==> config.mk <==
export PLATFORM = sky130hd
export DESIGN_NAME = retire_monitor
export DESIGN_NICKNAME = d
export VERILOG_FILES = /design/src/rtl/retire_monitor.sv
export SDC_FILE = /design/constraint.sdc
export NUM_CORES = 1
export LEC_CHECK = 0
export BUFFER_PORTS_ARGS = -buffer_cell sky130_fd_sc_hd__buf_2
export CAP_MARGIN = 20
export CORE_MARGIN = 2
export CORE_UTILIZATION = 50
export DETAILED_ROUTE_END_ITERATION = 16
export PLACE_DENSITY = 0.76
export SLEW_MARGIN = 10
export SYNTH_ARGS = -nofsm -noshare
export SYNTH_HDL_FRONTEND = slang
export SYNTH_SLANG_ARGS = --single-unit
==> constraint.sdc <==
create_clock -name clk -period 5.4 [get_ports clk]
set_input_delay 0.54 -clock clk [delete_from_list [all_inputs] [get_ports clk]]
set_output_delay 0.54 -clock clk [all_outputs]
set_load 0.05 [all_outputs]
==> src/rtl/retire_monitor.sv <==
`default_nettype none
// ============================================================================
// retire_monitor : in-order retire-stream checker, halt detector, dump control
// Optional idle watchdog enabled by defining RETIRE_MON_WATCHDOG_EN.
// Revision : 1.0
// ============================================================================
module retire_monitor #(
  parameter logic [63:0] DUMP_START      = 64'd0,
  parameter logic [63:0] DUMP_LEN        = 64'd0,
  parameter logic [31:0] HALT_INSN       = 32'h0000006f,
  parameter int unsigned DRAIN_CYCLES    = 8,
  parameter int unsigned WATCHDOG_CYCLES = 100000
) (
  input  logic        clk,
  input  logic        rst,
  input  logic        valid,
  input  logic [63:0] order,
  input  logic [31:0] insn,
  input  logic [31:0] pc_rdata,
  input  logic [31:0] pc_wdata,
  input  logic        trap,
  output logic        dump_on,
  output logic        halt,
  output logic        error,
  output logic [2:0]  error_code,
  output logic [63:0] commit_count,
  output logic [63:0] cycle_count
);

  localparam logic [2:0] ERR_NONE      = 3'd0;
  localparam logic [2:0] ERR_ORDER     = 3'd1;
  localparam logic [2:0] ERR_TRAP      = 3'd2;
  localparam logic [2:0] ERR_PC        = 3'd3;
  localparam logic [2:0] ERR_POST_HALT = 3'd4;
  localparam logic [2:0] ERR_WATCHDOG  = 3'd5;

  typedef enum logic [1:0] {
    RUN   = 2'd0,
    DRAIN = 2'd1,
    DONE  = 2'd2
  } state_t;

  state_t      state;
  state_t      state_nx;
  logic [63:0] exp_order;
  logic        first;
  logic [31:0] prev_pc;
  logic [7:0]  drain_cnt;

  logic        err_order;
  logic        err_trap;
  logic        err_pc;
  logic        err_post;
  logic        wd_fire;
  logic        err_any;
  logic [2:0]  err_code_nx;
  logic        is_halt;
  logic        count_en;
  logic [63:0] commit_nx;
  logic        dump_nx;
  logic        halt_nx;

  always_comb begin
    err_order   = 1'b0;
    err_trap    = 1'b0;
    err_pc      = 1'b0;
    err_post    = 1'b0;
    err_code_nx = ERR_NONE;
    state_nx    = state;

    if (state == RUN && valid) begin
      err_order = (order != exp_order);
      err_trap  = trap;
      err_pc    = !first && (pc_rdata != prev_pc);
    end
    if (state == DRAIN && valid) begin
      err_post = 1'b1;
    end

    err_any = err_order | err_trap | err_pc | err_post | wd_fire;

    // Lowest code wins when several checks fire together.
    if (err_order)     err_code_nx = ERR_ORDER;
    else if (err_trap) err_code_nx = ERR_TRAP;
    else if (err_pc)   err_code_nx = ERR_PC;
    else if (err_post) err_code_nx = ERR_POST_HALT;
    else if (wd_fire)  err_code_nx = ERR_WATCHDOG;

    is_halt = (state == RUN) && valid && (insn == HALT_INSN) &&
              (pc_wdata == pc_rdata) && !err_any;

    case (state)
      RUN: begin
        if (err_any)      state_nx = DONE;
        else if (is_halt) state_nx = DRAIN;
      end
      DRAIN: begin
        if (err_any || drain_cnt == 8'd1) state_nx = DONE;
      end
      default: state_nx = DONE;
    endcase

    count_en  = valid && (state != DONE);
    commit_nx = commit_count + {63'd0, count_en};
    dump_nx   = (state_nx != DONE) && (commit_nx >= DUMP_START) &&
                ((DUMP_LEN == 64'd0) || (commit_nx < DUMP_START + DUMP_LEN));
    // A clean drain reports halt one cycle after reaching DONE; errors report at once.
    halt_nx   = (state == DONE) || err_any;
  end

  always_ff @(posedge clk) begin
    if (!rst) begin
      state        <= RUN;
      exp_order    <= 64'd0;
      first        <= 1'b1;
      prev_pc      <= 32'd0;
      drain_cnt    <= 8'd0;
      dump_on      <= 1'b0;
      halt         <= 1'b0;
      error        <= 1'b0;
      error_code   <= ERR_NONE;
      commit_count <= 64'd0;
      cycle_count  <= 64'd0;
    end else begin
      state        <= state_nx;
      dump_on      <= dump_nx;
      halt         <= halt_nx;
      commit_count <= commit_nx;
      if (state != DONE) begin
        cycle_count <= cycle_count + 64'd1;
      end
      if (state == RUN && valid) begin
        exp_order <= exp_order + 64'd1;
        prev_pc   <= pc_wdata;
        first     <= 1'b0;
      end
      if (is_halt) begin
        drain_cnt <= 8'(DRAIN_CYCLES);
      end else if (state == DRAIN) begin
        drain_cnt <= drain_cnt - 8'd1;
      end
      if (err_any && !error) begin
        error      <= 1'b1;
        error_code <= err_code_nx;
      end
    end
  end

`ifdef RETIRE_MON_WATCHDOG_EN
  logic [31:0] idle_cnt;

  always_ff @(posedge clk) begin
    if (!rst) begin
      idle_cnt <= 32'd0;
    end else if (state == RUN) begin
      if (valid) begin
        idle_cnt <= 32'd0;
      end else if (idle_cnt != 32'(WATCHDOG_CYCLES)) begin
        idle_cnt <= idle_cnt + 32'd1;
      end
    end
  end

  assign wd_fire = (state == RUN) && !valid && (idle_cnt == 32'(WATCHDOG_CYCLES));
`else
  assign wd_fire = 1'b0 & (WATCHDOG_CYCLES == 0);
`endif

endmodule
`default_nettype wire

==> metrics <==
status completed; fin crit share 64.1%; CTS tree yes; R2R Setup Slk 1.94 ns; PwrDens about 270 nW/um2; fin. max-slew vios 0; RSZ-0062 raised after global routing false; register area share after synthesis between 40% and 50%; Final nets approximately 1.8k; clk buf depth 3; Detailed Place HPWL ~23 mm; hold-critical path depth 3; Netlist cell types 52; main flop type after synthesis dfxtp_1; EDFF count, synth 0; most area-consuming cells after synthesis dfxtp_1 (41%), xor2_1 (15%), xnor2_1 (6.9%); share of the synthesized area in the top cell type 40.9%; DR pass1 iterations 5; IO buf count 297; Static Leak around 6.0 nW; first-pass GRT wire length 48.5 mm; Worst-path clk slew about 0.060 ns; Tmin final around 3.5 ns; vias in the first global route 9944; FP Rows 56; largest net degree at the start of global routing 122; syn_area_per_cell 8.47 um2; CP max FO 15; syn_nets 1562; gp weighted congestion just under 0.9; DP Worst Slack 1.92 ns; antenna viol nets, final 0; worst-margin pin slew just under 0.8 ns; antenna violations before repair 3; startpoint types flip-flop; number of CTS-inserted buffers 26; wire per inst 15.4 um; R2R Path End commit_count[63]; Syn. warnings 0; CTS Root Cell clkbuf_16; Placed Instance Area 13500 um2; WP data required around 5.8 ns; Worst Path Arrival roughly 3.8 ns; hold_sp pc_wdata[0]; full die area approximately 25000 um2; clk_lat worst skew between 0.5 and 0.6 ns; gr usage total between 20% and 30%; die width between 150 and 200 um; via count of the routed design around 11k; Register-to-Register Path Depth 10; PostCTS Resize Cnt 0; Peak VDD IR about 0.00019 V; Fmax achieved 0.289 GHz; max-cap violation count 0; layout cells sized above 1 21.9%; final WL around 31 mm; initial DRC count slightly above 600; die height ~160 um; Slew HR a little under half; Post-CTS Hold Buffers 0; Via density around 5.3; hold endpoint prev_pc[0]; Synth area leader dfxtp_1; area delta synth->final 22.0%; hold crit path type in -> reg; count of final hold-check violations 0; post-synthesis cell count between 1k and 1.5k; htree depth 1; clock tree sinks around 240; total core area between 20000 and 25000 um2; Setup Viol. Count Final 0; Remaining DRCs 0; Synth Register Bits 241; Async SR Flop Fraction 0%; PnR worst setup slack roughly 1.9 ns; Initial Utilization 50.5%; number of I/O pins approximately 300; Finished Cell Area between 10000 and 15000 um2; R2R Path Start state[0]; postcts setup bufs 0; crit path kind reg -> reg; setup TNS 0 ns; clk_skew about 0.012 ns; post-synthesis cell area roughly 12000 um2; crit path capture type flip-flop; total congestion overflow 0
[worst max path at each step]
stage / slack, ns / cells after the start / to / from
3_5_place_dp: 1.92 / 10 / commit_count[63] / state[0]
2_1_floorplan: 2.65 / 13 / commit_count[48] / state[0]
6_report: 1.94 / 10 / commit_count[63] / state[0]
5_1_grt: 1.67 / 10 / commit_count[59] / state[0]
3_3_place_gp: 2.06 / 9 / commit_count[55] / state[0]
4_1_cts: 1.90 / 10 / commit_count[63] / state[0]
[registers in the layout, indices dropped and copies added (netlist names)]
| signal | cells |
|---|---|
| state | 2 |
| drain_cnt | 8 |
| error_code | 3 |
| first | 1 |
| commit_count | 64 |
| prev_pc | 32 |
| halt | 1 |
| dump_on | 1 |
| exp_order | 64 |
| error | 1 |
| cycle_count | 64 |
[final cells by class]
class                   instances  area (um2)
multi-input cells            1072        6650
flip-flops and latches        241        4820
clock buffers                  40         815
fillers                      2095        8960
well taps                     319         399
clock inverters                 4        45.0
diodes                          2        5.00
repair buffers                300        1520
inverters                      30         118
[synth_stat cells (31+ instances only)]
cell type and number:
xnor2_1 93, nand3_1 66, nand2_1 151, xor2_1 200, dfxtp_1 241, o21ai_0 31, nand4_1 60, nor2_1 201
or3_1 32, a21oi_1 67, clkbuf_1 38, nor4_1 42
[worst max-delay path: stages (launching register included)]
cell and delay [ns]:
dfxtp_1 0.43, nand2b_1 0.35, and2_1 0.25, ha_1 0.20, nand3_1 0.13, or3_1 0.44, nor3_4 0.35, nand4_1 0.55
nor4_2 0.40, xnor2_1 0.16, nor2_1 0.05
[kinds of logic (layout without fill, tap and decap cells)]
| family | Yosys count | count (layout) | share of synthesized area, % |
|---|---|---|---|
| and+or+nand+nor | 665 | 665 | 29.1 |
| AOI/OAI and AO/OA | 107 | 107 | 4.79 |
| other | 0 | 2 | 0 |
| muxes | 1 | 1 | 0.0849 |
| adders and majority gates | 6 | 6 | 0.637 |
| DFF | 241 | 241 | 40.9 |
| buffers and inverters | 79 | 374 | 2.70 |
| xor gates and xnor gates | 293 | 293 | 21.8 |
[layout by cell type, fill, tap and decap left out, types with 2 or more instances in the layout]
cell | synthesis | final
a21oi_1 | 67 | 67
and2_1 | 16 | 16
and3_1 | 14 | 14
and4_1 | 20 | 20
and4_4 | 2 | 2
buf_2 | 6 | 297
buf_4 | 1 | 2
clkbuf_1 | 38 | 4
clkbuf_16 | 0 | 27
clkbuf_8 | 0 | 9
clkinv_2 | 0 | 3
dfxtp_1 | 241 | 241
diode_2 | 0 | 2
ha_1 | 6 | 6
inv_1 | 29 | 29
nand2_1 | 151 | 151
nand2b_1 | 4 | 4
nand3_1 | 66 | 66
nand4_1 | 60 | 60
nand4_2 | 2 | 2
nand4_4 | 2 | 2
nor2_1 | 201 | 201
nor2b_1 | 3 | 3
nor3_1 | 20 | 20
nor3_2 | 9 | 9
nor3b_1 | 2 | 2
nor4_1 | 42 | 42
nor4_2 | 3 | 3
nor4_4 | 3 | 3
nor4b_1 | 3 | 3
o21ai_0 | 31 | 31
or2_2 | 3 | 3
or3_1 | 32 | 32
xnor2_1 | 93 | 93
xor2_1 | 200 | 200
[layer usage]
layer  part of all wire [%]  track usage [%]  vias up
li1                       -                -     5268
met1                     42             29.9     5005
met2                     48             40.1      327
met3                    8.3             6.31       61
met4                    2.5             7.27        2
met5                  0.042                0        -
[power by group]
part	internal [mW]	total, mW	switching, mW	leakage [nW]
registers	1.80	1.83	0.0210	1.95
clock network	1.07	1.78	0.705	0.428
logic	0.114	0.294	0.180	3.61
total	2.99	3.90	0.906	5.99
[per-stage QoR]
| step | utilization (%) | std cells | total power, mW | hold slack, ns |
|---|---|---|---|---|
| after floorplan | - | 1392 | 2.03 | 0.423 |
| after global placement | 57.9 | 1962 | 2.15 | 0.432 |
| after detailed placement | 57.9 | 1962 | 2.16 | 0.437 |
| after CTS | 61.6 | 2006 | 3.94 | 0.254 |
| after global routing | 61.6 | 2007 | 4.03 | 0.263 |
| final | 61.6 | 2008 | 3.90 | 0.276 |
Power figures use the tool's default switching activity.
